$ cat src/rtl/regfile_pkg.sv
// Shared sizing and types for the general-purpose register file.
package regfile_pkg;

    localparam int unsigned REG_WIDTH  = 3;
    localparam int unsigned DATA_WIDTH = 16;
    localparam int unsigned NUM_REGS   = 2 ** REG_WIDTH;
    localparam int unsigned ZERO_REG   = 0;

    typedef logic [DATA_WIDTH-1:0] data_t;

endpackage

$ cat src/rtl/reg_file_rdport.sv
// Combinational read port: register select, r0 forced to zero, optional write-through.
// Forwarding is compiled in when REG_FILE_BYPASS_EN is defined.
module reg_file_rdport #(
    parameter int unsigned REG_WIDTH  = regfile_pkg::REG_WIDTH,
    parameter int unsigned DATA_WIDTH = regfile_pkg::DATA_WIDTH
) (
    input  logic [(2**REG_WIDTH)-1:0][DATA_WIDTH-1:0] regs,
    input  logic [REG_WIDTH-1:0]                      rd_addr,
    input  logic [REG_WIDTH-1:0]                      wr_addr,
    input  logic [DATA_WIDTH-1:0]                     wr_data,
    input  logic                                      fwd_en,
    output logic [DATA_WIDTH-1:0]                     rd_data
);
    import regfile_pkg::*;

    logic is_zero;

    assign is_zero = (rd_addr == REG_WIDTH'(ZERO_REG));

`ifdef REG_FILE_BYPASS_EN
    logic hit;

    // fwd_en already excludes reset; the zero-register check keeps r0 reading 0
    assign hit = fwd_en && (wr_addr == rd_addr);

    always_comb begin
        rd_data = regs[rd_addr];
        if (hit) begin
            rd_data = wr_data;
        end
        if (is_zero) begin
            rd_data = '0;
        end
    end
`else
    logic unused_fwd;

    assign unused_fwd = ^{wr_addr, wr_data, fwd_en};

    always_comb begin
        rd_data = regs[rd_addr];
        if (is_zero) begin
            rd_data = '0;
        end
    end
`endif

endmodule

$ cat src/rtl/reg_file.sv
// 2R/1W register file with hardwired-zero r0 and a written-since-reset bitmap.
// Optional same-cycle write-through forwarding via REG_FILE_BYPASS_EN.
module reg_file #(
    parameter int unsigned REG_WIDTH  = regfile_pkg::REG_WIDTH,
    parameter int unsigned DATA_WIDTH = regfile_pkg::DATA_WIDTH
) (
    input  logic                      clk,
    input  logic                      rst_n,
    input  logic [REG_WIDTH-1:0]      rd_addr1,
    input  logic [REG_WIDTH-1:0]      rd_addr2,
    input  logic [REG_WIDTH-1:0]      wr_addr,
    input  logic [DATA_WIDTH-1:0]     wr_data,
    input  logic                      wr_en,
    output logic [DATA_WIDTH-1:0]     rd_data1,
    output logic [DATA_WIDTH-1:0]     rd_data2,
    output logic [(2**REG_WIDTH)-1:0] written
);
    import regfile_pkg::*;

    localparam int unsigned NREGS = 2 ** REG_WIDTH;

    logic [NREGS-1:0][DATA_WIDTH-1:0] regs_q;
    logic [NREGS-1:0]                 written_q;
    logic                             wr_fire;
    logic                             fwd_en;

    assign wr_fire = wr_en && (wr_addr != REG_WIDTH'(ZERO_REG));
    assign fwd_en  = wr_fire && rst_n;

    // Reset wins over a same-edge write; r0 is never stored to
    always_ff @(posedge clk) begin
        if (!rst_n) begin
            regs_q    <= '0;
            written_q <= '0;
        end else if (wr_fire) begin
            regs_q[wr_addr]    <= wr_data;
            written_q[wr_addr] <= 1'b1;
        end
    end

    assign written = written_q;

    reg_file_rdport #(
        .REG_WIDTH  (REG_WIDTH),
        .DATA_WIDTH (DATA_WIDTH)
    ) u_rdport1 (
        .regs    (regs_q),
        .rd_addr (rd_addr1),
        .wr_addr (wr_addr),
        .wr_data (wr_data),
        .fwd_en  (fwd_en),
        .rd_data (rd_data1)
    );

    reg_file_rdport #(
        .REG_WIDTH  (REG_WIDTH),
        .DATA_WIDTH (DATA_WIDTH)
    ) u_rdport2 (
        .regs    (regs_q),
        .rd_addr (rd_addr2),
        .wr_addr (wr_addr),
        .wr_data (wr_data),
        .fwd_en  (fwd_en),
        .rd_data (rd_data2)
    );

endmodule

$ cat config.mk
export PLATFORM = sky130hd
export DESIGN_NAME = reg_file
export DESIGN_NICKNAME = d
export VERILOG_FILES = /design/src/rtl/regfile_pkg.sv /design/src/rtl/reg_file_rdport.sv /design/src/rtl/reg_file.sv
export SDC_FILE = /design/constraint.sdc
export NUM_CORES = 1
export LEC_CHECK = 0
export CAP_MARGIN = 20
export CORE_MARGIN = 10
export CORE_UTILIZATION = 50
export CTS_BUF_LIST = sky130_fd_sc_hd__clkbuf_4 sky130_fd_sc_hd__clkbuf_8 sky130_fd_sc_hd__clkbuf_16
export DETAILED_ROUTE_END_ITERATION = 12
export GPL_TIMING_DRIVEN = 0
export PLACE_DENSITY = 0.8
export SYNTH_ARGS = -nofsm -noshare
export SYNTH_HDL_FRONTEND = slang
export SYNTH_HIERARCHICAL = 1
export SYNTH_SLANG_ARGS = --single-unit
$ cat constraint.sdc
create_clock -name clk -period 2.6 [get_ports clk]
set_clock_uncertainty 0.1 [all_clocks]
set_input_delay 0.26 -clock clk [delete_from_list [all_inputs] [get_ports clk]]
set_output_delay 0.26 -clock clk [all_outputs]
set_load 0.03 [all_outputs]
==> flow_results.org <==
** Route
- Via count of the routed design :: roughly 5,600
- In the routed design, unresolved DRC markers number 0.
- Pre-Repair DR Iteration Count :: 5
- Mean number of vias per cell :: between 6 and 7
- Final ANT Viol Nets :: 0
- DRC marker count from the first detailed-route iteration :: 369
- Routed WL per cell :: roughly 23 um
- The final layout contains routed wiring with a total length of between 20 and 25 mm.

** Worst setup path
- The setup check on the worst reg-to-reg path leaves a slack of between 1.5 and 2 ns.
- For the worst setup path, the data arrival time is ~2.2 ns.
- Setup CP Type :: input port to primary output
- STA classifies the critical path startpoint as an input port.
- Data on the critical path is required at its endpoint by 2.24 ns.
- Of all nets on the critical path, the largest fanout is 10.
- Crit. End Element :: primary output
- Worst reg2reg path depth :: 2

** STA
- Final clock period utilization by the worst path :: about 100%
- Counting I/O delays and the setup requirement, the final critical path takes approximately 2.6 ns.
- Max-slew violation count :: 0
- In this run the tightest slew margin relative to its limit is about 58%.
- The hold violation total from the final report came to 0.
- For the pin with the worst max-slew slack, the measured transition is approximately 0.63 ns.
- Worst Setup Slack, final :: approximately 0.014 ns
- Setup repair after global routing missed its margin :: no
- Based on the critical path, the design can be clocked at up to approximately 390 MHz.
- Count of final setup violators :: 0
- Hold is met by ~0.16 ns.

** Power and ir drop
- Power per cell area :: about 600 nW/um^2
- Maximum ir drop on the vdd rail :: about 0.00042 V
- P_leak :: 0.00389 uW

** Logic synthesis
- Post-synthesis cell area :: between 7000 and 8000 um^2
- Number of cells produced by synthesis :: about 640
- Post-Synthesis Net Count :: around 670
- Warnings, synthesis :: 6
- Post-synthesis average cell area :: ~11 um^2

** Clocking
- The clock passes through at most 2 buffers.
- Clock tree from TritonCTS :: yes
- Clock net sink count :: 120
- Clock slew seen by the registers of the worst setup and hold paths :: 0.05 ns
- Number of buffers inserted for hold repair after clock tree synthesis :: 0
- The clock tree synthesis step divided the H-tree into 4 levels.
- The tree is rooted in a sky130_fd_sc_hd__clkbuf_16.
- Inserted Clock Buffers :: 17
- Clock latency reported for the late side of the worst-skew pair :: between 0.4 and 0.5 ns
- Post-CTS Resized :: 38
- After clock tree synthesis, the setup repair step added 0 buffers.

** Placement
- HPWL Detailed :: 15.4 mm
- Count of input and output buffers :: 64
- At the placement stage, the worst setup path has a slack of -0.374 ns.
- Routability-driven placement finished with a final weighted congestion of roughly 0.93.

** Floorplanning
- Starting Density :: roughly 50%
- The floorplan step defined a core boundary enclosing between 10,000 and 15,000 um^2.
- DIE AREA :: between 15,000 and 20,000 um^2
- Number of core rows :: 43
- The die is around 140 um tall.
- Pin placement for this block handled slightly below 70 I/O pins.
- Measured along the x axis, the die boundary spans 139 um.

** Worst hold path
- The worst hold path passes through 3 cells.
- Path type of the worst min-delay path :: input port to flip-flop

** Layout
- Final core utilization :: between 60% and 70%
- Of the cells placed in the final design, the portion with a size suffix greater than 1 is between 20 and 30%.
- # diodes :: 0
- From synthesis to final layout, the design area changed by 19.9%.
- At the end of the flow, the number of nets in the layout was 755.

** GRT
- Global routing used a little over a fifth of the available tracks.
- Global-route wire length before repair :: between 30 and 40 mm
- Overflow after GRT :: 0
- The number of global-route vias before repair came to 5,860.
- The initial antenna violation count came to 0.
- Largest net degree at the start of global routing :: 17

** Flow run
- Max-cap violation count :: 0

** Status
- Status :: completed
## critical path, cell delays in order
cell and delay [ns]:
sky130_fd_sc_hd__clkdlybuf4s50_1 0.55, sky130_fd_sc_hd__buf_6 0.20, sky130_fd_sc_hd__buf_12 0.17, sky130_fd_sc_hd__buf_6 0.20
sky130_fd_sc_hd__a221oi_2 0.10, sky130_fd_sc_hd__a311oi_2 0.28, sky130_fd_sc_hd__dlygate4sd2_1 0.45
## cell type report
type	count	area (um^2)
flip-flops and latches	120	2400
plain buffers	67	649
well taps	180	225
inverters	6	22.5
repair buffers	64	589
multi-input cells	451	4020
clock buffers	20	460
clock inverters	10	128
fillers	1122	5380
## cells in the final DEF, fill, tap and decap left out, types with 4 or more instances in the layout
master,n
sky130_fd_sc_hd__buf_6,21
sky130_fd_sc_hd__clkbuf_16,17
sky130_fd_sc_hd__dfxtp_1,120
sky130_fd_sc_hd__mux2_2,6
sky130_fd_sc_hd__dlygate4sd2_1,29
sky130_fd_sc_hd__a21boi_0,6
sky130_fd_sc_hd__a211oi_1,12
sky130_fd_sc_hd__nor2b_1,14
sky130_fd_sc_hd__clkdlybuf4s50_1,32
sky130_fd_sc_hd__clkbuf_2,7
sky130_fd_sc_hd__a221oi_2,28
sky130_fd_sc_hd__and2b_1,18
sky130_fd_sc_hd__inv_1,6
sky130_fd_sc_hd__nand2_1,128
sky130_fd_sc_hd__a311oi_2,28
sky130_fd_sc_hd__buf_4,8
sky130_fd_sc_hd__buf_2,11
sky130_fd_sc_hd__buf_8,4
sky130_fd_sc_hd__mux2i_1,144
sky130_fd_sc_hd__a221oi_1,4
sky130_fd_sc_hd__a211oi_2,20
sky130_fd_sc_hd__clkbuf_1,10
sky130_fd_sc_hd__mux2_4,26
sky130_fd_sc_hd__clkinv_2,6
sky130_fd_sc_hd__a311oi_1,4
sky130_fd_sc_hd__buf_12,9
## worst paths after layout
kind | start | to
worst min-delay path | rst_n | written[1]$_SDFFE_PN0P_
worst max register to register | regs_q[33]$_SDFFE_PN0P_ | regs_q[33]$_SDFFE_PN0P_
worst min register to register | written[3]$_SDFFE_PN0P_ | written[3]$_SDFFE_PN0P_
worst max-delay path | rd_addr2[0] | rd_data2[4]
## layer usage
metal	track usage [%]	part of all wire [%]	routed length [um]
met1	26.4	42	9010
met2	36.8	50	10700
met3	4.73	6.1	1310
met4	9.17	2.4	507
met5	0	0	0
## stage by stage
stage	total power, uW	cells	cell area [um^2]	setup TNS (ns)
floorplan	2470	644	7090	0
global placement	2730	888	7960	-7.29
detailed placement	2750	888	7960	-7.17
CTS	5060	918	8510	0
global route	5180	918	8500	0
finish	5050	918	8500	0
## registers in the layout, summed over array words and instances, names as in the netlist
signal   flops
regs_q     112
written      8
## where the power goes
| group | switching, uW | internal, uW |
|---|---|---|
| clock network | 818 | 1540 |
| logic | 469 | 306 |
| registers | 34.0 | 1880 |
No activity file was read; power rests on OpenSTA's default activity.
